### config.mk
export PLATFORM = sky130hd
export DESIGN_NAME = rgb_gamma_encoder
export DESIGN_NICKNAME = d
export VERILOG_FILES = /design/src/rtl/cad_color_pkg.sv /design/src/rtl/gamma_pwl_channel.sv /design/src/rtl/rgb_gamma_encoder.sv
export SDC_FILE = /design/constraint.sdc
export NUM_CORES = 1
export LEC_CHECK = 0
export ABC_AREA = 1
export BUFFER_PORTS_ARGS = -buffer_cell sky130_fd_sc_hd__buf_2
export CAP_MARGIN = 20
export CORE_MARGIN = 10
export CORE_UTILIZATION = 45
export DETAILED_ROUTE_END_ITERATION = 12
export GPL_ROUTABILITY_DRIVEN = 0
export SLEW_MARGIN = 0
export SYNTH_ARGS = -nofsm -noshare
export SYNTH_HDL_FRONTEND = slang
export SYNTH_SLANG_ARGS = --single-unit
### constraint.sdc
create_clock -name clk -period 10.36 [get_ports clk]
set_clock_uncertainty 0.1 [all_clocks]
set_input_delay 1.554 -clock clk [delete_from_list [all_inputs] [get_ports clk]]
set_output_delay 1.554 -clock clk [all_outputs]
set_load 0.01 [all_outputs]
### src/rtl/cad_color_pkg.sv
// Shared colour constants: sRGB piecewise-linear knots, 2x2 Bayer rounding offsets,
// clamp/shift constants and the packed 24-bit output pixel type.
package cad_color_pkg;

    localparam int CLAMP_MAX   = 4095;
    localparam int SEG_SHIFT   = 9;
    localparam int RND_DEFAULT = 256;

    // Index 0 is the rightmost element: KNOTS[0] = 0, KNOTS[8] = 255.
    localparam logic [8:0][7:0] KNOTS = {8'd255, 8'd240, 8'd225, 8'd207, 8'd188,
                                         8'd165, 8'd137, 8'd99,  8'd0};

    // Indexed by {y_par, x_cnt[0]}.
    localparam logic [3:0][8:0] BAYER = {9'd192, 9'd448, 9'd320, 9'd64};

    typedef struct packed {
        logic [7:0] r;
        logic [7:0] g;
        logic [7:0] b;
    } rgb24_t;

endpackage

### src/rtl/gamma_pwl_channel.sv
// One colour channel: clamp of the signed linear input (raw_i -> x_o) and, on a separate
// path fed from the pipeline register, piecewise-linear gamma interpolation (x_i -> y_o).
module gamma_pwl_channel
    import cad_color_pkg::*;
#(
    parameter int IN_W = 14
) (
    input  logic signed [IN_W-1:0] raw_i,
    output logic [11:0]             x_o,
    input  logic [11:0]             x_i,
    input  logic [8:0]              rnd_i,
    output logic [7:0]              y_o
);

    logic [3:0]  seg;
    logic [8:0]  off;
    logic [7:0]  k_lo;
    logic [7:0]  k_hi;
    logic [7:0]  diff;
    logic [16:0] prod;
    logic [17:0] sum;
    logic [8:0]  y_full;

    always_comb begin
        if (raw_i[IN_W-1]) begin
            x_o = '0;
        end else if (raw_i > $signed(IN_W'(CLAMP_MAX))) begin
            x_o = 12'(CLAMP_MAX);
        end else begin
            x_o = raw_i[11:0];
        end
    end

    always_comb begin
        seg    = {1'b0, x_i[11:9]};
        off    = x_i[8:0];
        k_lo   = KNOTS[seg];
        k_hi   = KNOTS[seg + 4'd1];
        diff   = k_hi - k_lo;
        prod   = 17'(diff) * 17'(off);
        sum    = 18'(prod) + 18'(rnd_i);
        y_full = 9'(k_lo) + 9'(sum >> SEG_SHIFT);
        y_o    = (y_full > 9'd255) ? 8'hFF : y_full[7:0];
    end

endmodule

### src/rtl/rgb_gamma_encoder.sv
// Linear RGB -> clamped sRGB-gamma 24-bit RGB; latency 2 clk, 1 pixel/clk throughput.
// Backpressure: out_ready low holds the output; stage 1 still fills, then in_ready drops.
// Optional ORDERED_DITHER_EN: 2x2 Bayer rounding from per-pixel (x, line parity) position.
module rgb_gamma_encoder
    import cad_color_pkg::*;
#(
    parameter int IN_W     = 14,
    parameter int H_ACTIVE = 640
) (
    input  logic                   clk,
    input  logic                   rst_n,
    input  logic signed [IN_W-1:0] in_r,
    input  logic signed [IN_W-1:0] in_g,
    input  logic signed [IN_W-1:0] in_b,
    input  logic                   in_valid,
    output logic                   in_ready,
    input  logic                   sof,
    output logic [23:0]            out_rgb,
    output logic                   out_valid,
    input  logic                   out_ready,
    output logic                   busy
);

    logic        s1_vld_q, s1_vld_d;
    logic [11:0] s1_r_q, s1_r_d;
    logic [11:0] s1_g_q, s1_g_d;
    logic [11:0] s1_b_q, s1_b_d;
    logic        out_vld_q, out_vld_d;
    rgb24_t      out_rgb_q, out_rgb_d;

    logic [11:0] xr, xg, xb;
    logic [7:0]  yr, yg, yb;
    logic [8:0]  rnd;
    logic        s1_move;
    logic        accept;

    assign s1_move  = s1_vld_q && (!out_vld_q || out_ready);
    assign in_ready = !s1_vld_q || !out_vld_q || out_ready;
    assign accept   = in_valid && in_ready;

    gamma_pwl_channel #(.IN_W(IN_W)) u_ch_r (.raw_i(in_r), .x_o(xr), .x_i(s1_r_q), .rnd_i(rnd), .y_o(yr));
    gamma_pwl_channel #(.IN_W(IN_W)) u_ch_g (.raw_i(in_g), .x_o(xg), .x_i(s1_g_q), .rnd_i(rnd), .y_o(yg));
    gamma_pwl_channel #(.IN_W(IN_W)) u_ch_b (.raw_i(in_b), .x_o(xb), .x_i(s1_b_q), .rnd_i(rnd), .y_o(yb));

    always_comb begin
        s1_vld_d  = s1_vld_q;
        s1_r_d    = s1_r_q;
        s1_g_d    = s1_g_q;
        s1_b_d    = s1_b_q;
        out_vld_d = out_vld_q;
        out_rgb_d = out_rgb_q;
        // Loading takes priority over draining so accept+drain in one cycle keeps the stage full.
        if (accept) begin
            s1_vld_d = 1'b1;
            s1_r_d   = xr;
            s1_g_d   = xg;
            s1_b_d   = xb;
        end else if (s1_move) begin
            s1_vld_d = 1'b0;
        end
        if (s1_move) begin
            out_vld_d = 1'b1;
            out_rgb_d = {yr, yg, yb};
        end else if (out_ready) begin
            out_vld_d = 1'b0;
        end
    end

    always_ff @(posedge clk) begin
        if (!rst_n) begin
            s1_vld_q  <= 1'b0;
            s1_r_q    <= '0;
            s1_g_q    <= '0;
            s1_b_q    <= '0;
            out_vld_q <= 1'b0;
            out_rgb_q <= '0;
        end else begin
            s1_vld_q  <= s1_vld_d;
            s1_r_q    <= s1_r_d;
            s1_g_q    <= s1_g_d;
            s1_b_q    <= s1_b_d;
            out_vld_q <= out_vld_d;
            out_rgb_q <= out_rgb_d;
        end
    end

`ifdef ORDERED_DITHER_EN
    localparam int XW = (H_ACTIVE > 1) ? $clog2(H_ACTIVE) : 1;

    logic [XW-1:0] x_cnt_q, x_cnt_d;
    logic          y_par_q, y_par_d;
    logic [1:0]    s1_pos_q, s1_pos_d;
    logic [XW-1:0] pos_x;
    logic          pos_y;

    always_comb begin
        pos_x    = sof ? '0 : x_cnt_q;
        pos_y    = sof ? 1'b0 : y_par_q;
        x_cnt_d  = x_cnt_q;
        y_par_d  = y_par_q;
        s1_pos_d = s1_pos_q;
        if (accept) begin
            s1_pos_d = {pos_y, pos_x[0]};
            if (pos_x == XW'(H_ACTIVE - 1)) begin
                x_cnt_d = '0;
                y_par_d = !pos_y;
            end else begin
                x_cnt_d = pos_x + XW'(1);
                y_par_d = pos_y;
            end
        end
    end

    always_ff @(posedge clk) begin
        if (!rst_n) begin
            x_cnt_q  <= '0;
            y_par_q  <= 1'b0;
            s1_pos_q <= '0;
        end else begin
            x_cnt_q  <= x_cnt_d;
            y_par_q  <= y_par_d;
            s1_pos_q <= s1_pos_d;
        end
    end

    assign rnd = BAYER[s1_pos_q];
`else
    logic unused_cfg;
    assign unused_cfg = &{1'b0, sof, H_ACTIVE[0]};
    assign rnd        = 9'(RND_DEFAULT);
`endif

    assign out_valid = out_vld_q;
    assign out_rgb   = out_rgb_q;
    assign busy      = s1_vld_q || out_vld_q;

endmodule

==> metrics.txt, run 1 <==
status=finished clean; syn nets=2230; largest stage delay on the critical path=550 ps; initial antenna violation count=0; crit start category=flop; RSZ-0062 raised after global routing=no; layout cell share with drive strength beyond 1=8.185%; area of the multi-input gates=9894 um^2; Final ANT Viol Nets=0; die height=191.7 um; maximum fanout along the worst path=8; sequential area share after synthesis=12.98%; Synth warnings=0; H-tree levels=3; number of synthesized flops with an enable pin=0; Core Box Area=28940 um^2; Fmax=119.1 MHz; Netlist cell types=48; Worst R2R End=out_rgb[18]; die area=36750 um^2; placed instance count=2274; Starting Density=45.85%; Total Wirelength=31690 um; CP arrival=8610 ps; hold endpoint=s1_r_q[4]; DP Wirelength=26800 um; Final setup viols=0; CTS tree=done; asr flop ratio synth=0%; mean cell area of the mapped netlist=7.175 um^2; worst hold path class=reg2reg; Final nets=2282; Worst Path Required=10580 ps; drt first pass iters=5; GRT Overall Usage=17.72%; Reg clk slew, reported paths=80 ps; Post-Syn Area=13270 um^2; fin cells=2290; endpoints failing hold=0; top_reg_cell synth=dfxtp_1; Commonest cells post-synth=inv_1, nand2_1, nor2_1; Crit Path Class=reg2reg; P&R area growth vs syn=7.601%; post-synth top area share=19.47%; Crit-path slowest cell=fa_1; TNS Setup=0 ps; Slew HR=34.64%; Worst-Margin Slew=974.3 ps; Worst path most repeated cell=nand2_1; worst reg2reg startpoint=s1_r_q[9]; max_cap viols=0; drt first-iter violations=546; peak supply drop=111.0 uV; Final Max Tran Viols=0; cts bufs inserted=9; number of synthesized register bits=86; Core Rows=62; hold_buf cts=0; WHS Path Cells=2; Synth area leaders=fa_1, ha_1, dfxtp_1, inv_1, nand2_1; PortBufs=72; CP endpoint kind=flop; gr ovfl total=0; vias=11170; post-route minimum period=8395 ps; Ports=74; hold_sp=s1_r_q[4]; Clock Sinks=86; root buffer cell=clkbuf_16; Final Power=2.947 mW; first-pass GRT wire length=53680 um; period utilization=81.04%; r2r setup slk=1960 ps; sequential cell area=1722 um^2; largest net degree at the start of global routing=64; PwrDens=206.4 nW/um^2; Ant. Diodes=0; Reg2Reg Depth=45; post-CTS sizing=0; vias per std cell=4.879; drc violations=0; CTS Buffer Depth=2; postcts setup bufs=0; drt wl/cell=13.84 um; Filler cells=2981; Leakage Power=8.035 nW; vias in the first global route=11020; Synth Instances=1849; Die Wd=191.7 um; Synth area leader=fa_1; worst skew pair latency=360 ps; most frequent cell after synthesis=inv_1
[worst max path at each step]
stage / to / depth (start not counted) / slack, ps / start
2_1_floorplan: out_rgb[14] / 44 / 3120 / s1_g_q[9]
3_3_place_gp: out_rgb[16] / 45 / 2170 / s1_r_q[9]
3_5_place_dp: out_rgb[18] / 45 / 1990 / s1_r_q[9]
4_1_cts: out_rgb[18] / 45 / 1960 / s1_r_q[9]
5_1_grt: out_rgb[18] / 45 / 1160 / s1_r_q[9]
6_report: out_rgb[18] / 45 / 1960 / s1_r_q[9]
[cell usage in the layout, fill, tap and decap left out, types with 19 or more instances in the layout]
master	Yosys	final
o21ai_0	58	58
dfxtp_1	86	86
ha_1	205	205
nand3_1	70	70
inv_1	389	388
nand2_1	330	330
a21oi_1	92	92
nor2_1	260	260
xor2_1	20	20
a211oi_1	29	29
buf_2	7	72
fa_1	129	129
or2_2	19	19
[cells by family after synthesis]
logic type	share of synthesized area (%)
compound gates	9.196
xor+xnor	2.490
fa+ha+maj	38.80
buf+inv	12.44
flops	12.98
simple gates	24.10
[power by group]
| group | internal (mW) | switching, mW |
|---|---|---|
| logic | 0.830 | 1.37 |
| registers | 0.368 | 0.0342 |
| clock network | 0.171 | 0.172 |
[cell type report]
class	instances	area share [%]
repair buffers	76	2.735
flip-flops and latches	86	12.06
multi-input cells	1334	69.31
well taps	384	3.366
clock buffers	9	1.578
inverters	394	10.40
clock inverters	7	0.5522
[metrics by stage]
stage	utilization (%)	worst slack (ps)	hold slack, ps	instance area (um^2)
6_report	49.33	1965	398.6	14270
5_1_grt	49.33	1156	425.4	14270
4_1_cts	49.33	1956	398.0	14270
3_5_place_dp	48.28	1985	387.0	13970
3_3_place_gp	48.28	2165	382.6	13970
2_1_floorplan	-	3123	371.3	13270
[per-layer routing]
layer / global-route usage [%] / part of all wire (%)
met4: 3.035 / 0.93
met5: 0 / 0
met2: 29.93 / 47
met3: 2.049 / 3.7
met1: 24.08 / 48
[critical path, delay by kind of cell, from the launching register on]
family | cells | cell delay (ps)
adders and majority gates | 9 | 3340
DFF | 1 | 490
buffers and inverters | 8 | 640
AOI/OAI and AO/OA | 7 | 1270
and+or+nand+nor | 21 | 2480
[sequential cells by signal (all words and copies together) (netlist names)]
register	cells
s1_vld_q	1
s1_b_q	12
s1_r_q	12
u_ch_r.k_lo	8
u_ch_g.k_lo	8
out_valid	1
out_rgb	24
s1_g_q	12
u_ch_b.k_lo	8
No activity file was read; power rests on OpenSTA's default activity.
==> run 2, diff against run 1 <==
==> constraint.sdc (replaced) <==
create_clock -name clk -period 7.1 [get_ports clk]
set_clock_uncertainty 0.1 [all_clocks]
set_input_delay 1.065 -clock clk [delete_from_list [all_inputs] [get_ports clk]]
set_output_delay 1.065 -clock clk [all_outputs]
set_load 0.01 [all_outputs]
==> run 2 against run 1 <==
- via count increased by 11%
- critical endpoint is now out_rgb[17]
- critical path type unchanged
- clock power is 49% higher
- fmax rose by 19%
- register-to-register slack got worse by 1900 ps
- worst hold slack worse by 3.0 ps
- die area unchanged
- utilization rose by 11 points
- design area is 23% higher
- global-route usage increased by 1.7 points
- sequential share of layout area shrank 2.1 points
==> metrics.txt, run 2 (synthesized netlist as in run 1, its figures left out) <==
Worst R2R End=out_rgb[17]; P&R area growth vs syn=32.11%; RSZ-0062 raised after global routing=yes; vias per std cell=4.915; Filler cells=2594; Fmax=141.4 MHz; layout cell share with drive strength beyond 1=31.19%; Worst-Margin Slew=1111 ps; WHS Path Cells=2; placed instance count=2451; fin util=60.57%; CP arrival=7250 ps; vias=12350; r2r setup slk=30 ps; Worst Path Required=7280 ps; drt first pass iters=5; PortBufs=72; post-layout worst setup margin=29.65 ps; hold_buf cts=0; TNS Setup=0 ps; WL met2=17730 um; worst slack, placed=-566.1 ps; Core Box Area=28940 um^2; worst skew pair latency=370 ps; Final ANT Viol Nets=0; Reg2Reg Depth=40; PwrDens=366.3 nW/um^2; worst reg2reg startpoint=s1_r_q[9]; smallest hold slack=395.6 ps; M1 wire length=16750 um; H-tree levels=3; Die Wd=191.7 um; max_cap viols=0; max reg flops=24; Top Metal Used=met4; Clock Sinks=86; Total Wirelength=36320 um; die height=191.7 um; largest net degree at the start of global routing=64; fin cells=2513; Core Rows=62; vias in the first global route=12340; drt wl/cell=14.45 um; cts bufs inserted=9; Leakage Power=9.347 nW; Starting Density=45.85%; Final setup viols=0; initial antenna violation count=0; Final Power=6.420 mW; commonest non-fill, non-tap cell in the layout=inv_1; hold_sp=s1_r_q[4]; Crit Path Class=reg2reg; met3 WL=967 um; CP endpoint kind=flop; sequential cell area=1744 um^2; Reg clk slew, reported paths=80 ps; post-route minimum period=7070 ps; Final nets=2505; most frequent cells in the layout=inv_1, nand2_1, nor2_1, buf_4, ha_1; crit-path leading delay family=adder cells; area of the multi-input gates=11360 um^2; Crit-path slowest cell=fa_1; drc violations=0; placed inst area=15360 um^2; Ports=74; first-pass GRT wire length=58710 um; Ant. Diodes=0; crit start category=flop; worst hold path class=reg2reg; status=finished clean; endpoints failing hold=0; largest stage delay on the critical path=560 ps; worst path bufs/invs=11; root buffer cell=clkbuf_16; Finished Cell Area=17530 um^2; gr ovfl total=0; Final Max Tran Viols=0; DP Wirelength=28150 um; hold endpoint=s1_r_q[4]; GRT Overall Usage=19.40%; maximum fanout along the worst path=8; drt first-iter violations=573; peak supply drop=319.1 uV; die area=36750 um^2; period utilization=99.58%; CTS tree=done; CTS Buffer Depth=2; Slew HR=25.78%
[run 2: cell types whose count changed in the layout (fill, tap and decap cells not counted), sizes merged]
| cell | change |
|---|---|
| buf | +223 |
| inv | +1 |
| clkinv | -1 |
[run 2: worst max path at each step]
stage               startpoint           to  slack [ps]  cells past startpoint
floorplan            s1_g_q[9]  out_rgb[12]          50                     43
global placement    s1_g_q[10]  out_rgb[12]        -390                     44
detailed placement  s1_r_q[10]  out_rgb[17]        -570                     44
CTS                  s1_r_q[9]  out_rgb[20]         -20                     45
global route         s1_r_q[9]  out_rgb[23]        -400                     47
finish               s1_r_q[9]  out_rgb[17]          30                     40
[run 2: worst min-delay path: stages (launching register included)]
cell and delay, ps:
dfxtp_1 320, nor2_1 90, a211oi_1 40
[run 2: layout make-up]
type | instances | share of cell area [%]
Tap cell | 384 | 2.741
Clock inverter | 7 | 0.4497
Clock buffer | 9 | 1.285
Inverter | 394 | 8.524
Multi-Input combinational cell | 1334 | 64.84
Sequential cell | 86 | 9.951
Timing Repair Buffer | 299 | 12.21
[run 2: repair_timing]
| action | CTS | global route |
|---|---|---|
| pin swaps | 63 | 188 |
| gates resized for setup | 109 | 271 |
| setup endpoints to repair | 24 | 24 |
| setup buffers | 14 | 32 |
| endpoints found under the hold margin | 0 | 0 |
[run 2: per-layer routing]
metal | track usage (%) | up-vias
li1 | - | 6275
met1 | 25.24 | 5884
met2 | 32.81 | 147
met3 | 1.959 | 45
met4 | 6.791 | 0
met5 | 0 | -
[run 2: power by group]
part	switching [mW]	internal, mW
clock network	0.260	0.250
registers	0.0545	0.537
logic	2.76	2.56
total	3.08	3.34
==> run 3, diff against run 2 <==
--- a/config.mk
+++ b/config.mk
@@ -10,8 +10,9 @@
 export CAP_MARGIN = 20
 export CORE_MARGIN = 10
 export CORE_UTILIZATION = 45
+export CTS_BUF_LIST = sky130_fd_sc_hd__clkbuf_4 sky130_fd_sc_hd__clkbuf_8
 export DETAILED_ROUTE_END_ITERATION = 12
-export GPL_ROUTABILITY_DRIVEN = 0
+export SKIP_CTS_REPAIR_TIMING = 1
 export SLEW_MARGIN = 0
 export SYNTH_ARGS = -nofsm -noshare
 export SYNTH_HDL_FRONTEND = slang
==> run 3 against run 2 <==
- the flow now finishes with violations (negative setup slack)
- count of clock-buffer cells in the layout unchanged
- sequential cell count unchanged
- register-to-register slack worse by 110 ps
- worst hold slack better by 5.6 ps
- clock power decreased by 25%
- sequential share of layout area is 0.25 points higher
- die area unchanged
- wire length is 2.6% lower
- critical path type unchanged
- largest cell class unchanged
==> metrics.txt, run 3 (synthesized netlist as in run 1, its figures left out) <==
CTS Buffer Depth=2; post-layout worst setup margin=-85.19 ps; drt wl/cell=14.14 um; P&R area growth vs syn=28.91%; Slew HR=33.12%; sequential cell area=1744 um^2; status=finished with violations; Worst Path Required=7310 ps; Clock Sinks=86; maximum fanout along the worst path=8; Crit Path Class=reg2reg; area of the multi-input gates=11160 um^2; CP arrival=7390 ps; max_cap viols=0; CP endpoint kind=flop; Worst-Margin Slew=1001 ps; root buffer cell=clkbuf_8; gr ovfl total=0; cts bufs inserted=9; placed inst area=15360 um^2; commonest non-fill, non-tap cell in the layout=inv_1; Finished Cell Area=17100 um^2; period utilization=101.2%; PwrDens=348.4 nW/um^2; Worst path most repeated cell=nand2_2; smallest hold slack=401.2 ps; Final ANT Viol Nets=0; die area=36750 um^2; Die Wd=191.7 um; routability cong.=0.8918; Total Wirelength=35360 um; Final nets=2492; GRT Overall Usage=18.84%; DP Wirelength=28150 um; largest net degree at the start of global routing=64; worst hold path class=reg2reg; PortBufs=72; Reg clk slew, reported paths=120 ps; Starting Density=45.85%; RSZ-0062 raised after global routing=yes; drc violations=0; peak supply drop=287.2 uV; Final setup viols=8; Fmax=139.2 MHz; worst skew pair latency=410 ps; most frequent cells in the layout=inv_1, nand2_1, nor2_1, buf_4, ha_1; crit start category=flop; layout cell share with drive strength beyond 1=28.64%; post-route minimum period=7185 ps; Ant. Diodes=0; Crit-path slowest cell=fa_1; Ports=74; first-pass GRT wire length=57060 um; r2r setup slk=-90 ps; Core Box Area=28940 um^2; worst slack, placed=-566.1 ps; fin cells=2500; die height=191.7 um; max reg flops=24; largest stage delay on the critical path=530 ps; Core Rows=62; drt first pass iters=5; Leakage Power=9.177 nW; failing checks=negative setup slack; vias=12180; endpoints failing hold=0; drt first-iter violations=572; vias per std cell=4.873; initial antenna violation count=0; Final Max Tran Viols=0; vias in the first global route=11990; Filler cells=2683; CTS tree=done; placed instance count=2451; H-tree levels=3
==> run 3: stage by stage <==
step           setup TNS, ps  power [mW]  util, %
2_1_floorplan              0       3.041        -
3_3_place_gp           -7856       4.600    53.07
3_5_place_dp          -11180       4.638    53.07
4_1_cts               -11740       5.062    53.77
5_1_grt                -6347       6.542    59.10
6_report              -494.2       5.958    59.10
==> run 3: final cells by class <==
type	instances	share of cell area (%)
Multi-Input combinational cell	1334	65.24
Timing Repair Buffer	286	11.87
Sequential cell	86	10.20
Inverter	394	8.692
Tap cell	384	2.809
Clock buffer	9	0.7243
Clock inverter	7	0.4609
==> run 3: report_power, final <==
| part | total (mW) | internal (mW) | switching, mW |
|---|---|---|---|
| Sequential | 0.591 | 0.537 | 0.0536 |
| Combinational | 4.98 | 2.39 | 2.59 |
| Clock | 0.385 | 0.140 | 0.246 |
| Total | 5.96 | 3.07 | 2.89 |
==> run 3: critical path: cells and delay by family, from the launching register on <==
kind / cells / cell delay [ps]
AO/OA/AOI/OAI: 6 / 780
XOR/XNOR: 1 / 160
adder cells (fa/ha/maj): 9 / 3180
buffers and inverters: 9 / 540
flip-flops: 1 / 380
AND/OR/NAND/NOR: 20 / 1910
==> run 3: final timing paths <==
kind,start,endpoint,cells past startpoint
worst max-delay path,s1_r_q[10],out_rgb[19],45
worst min register to register,s1_r_q[4],s1_r_q[4],2
worst min-delay path,s1_r_q[4],s1_r_q[4],2
worst max register to register,s1_r_q[10],out_rgb[19],45
==> run 3: routing by layer <==
metal	up-vias	GRT usage, %	part of all wire [%]
li1	6254	-	-
met1	5736	24.95	47
met2	153	31.52	48
met3	40	2.031	2.8
met4	0	5.919	2.2
met5	-	0	0
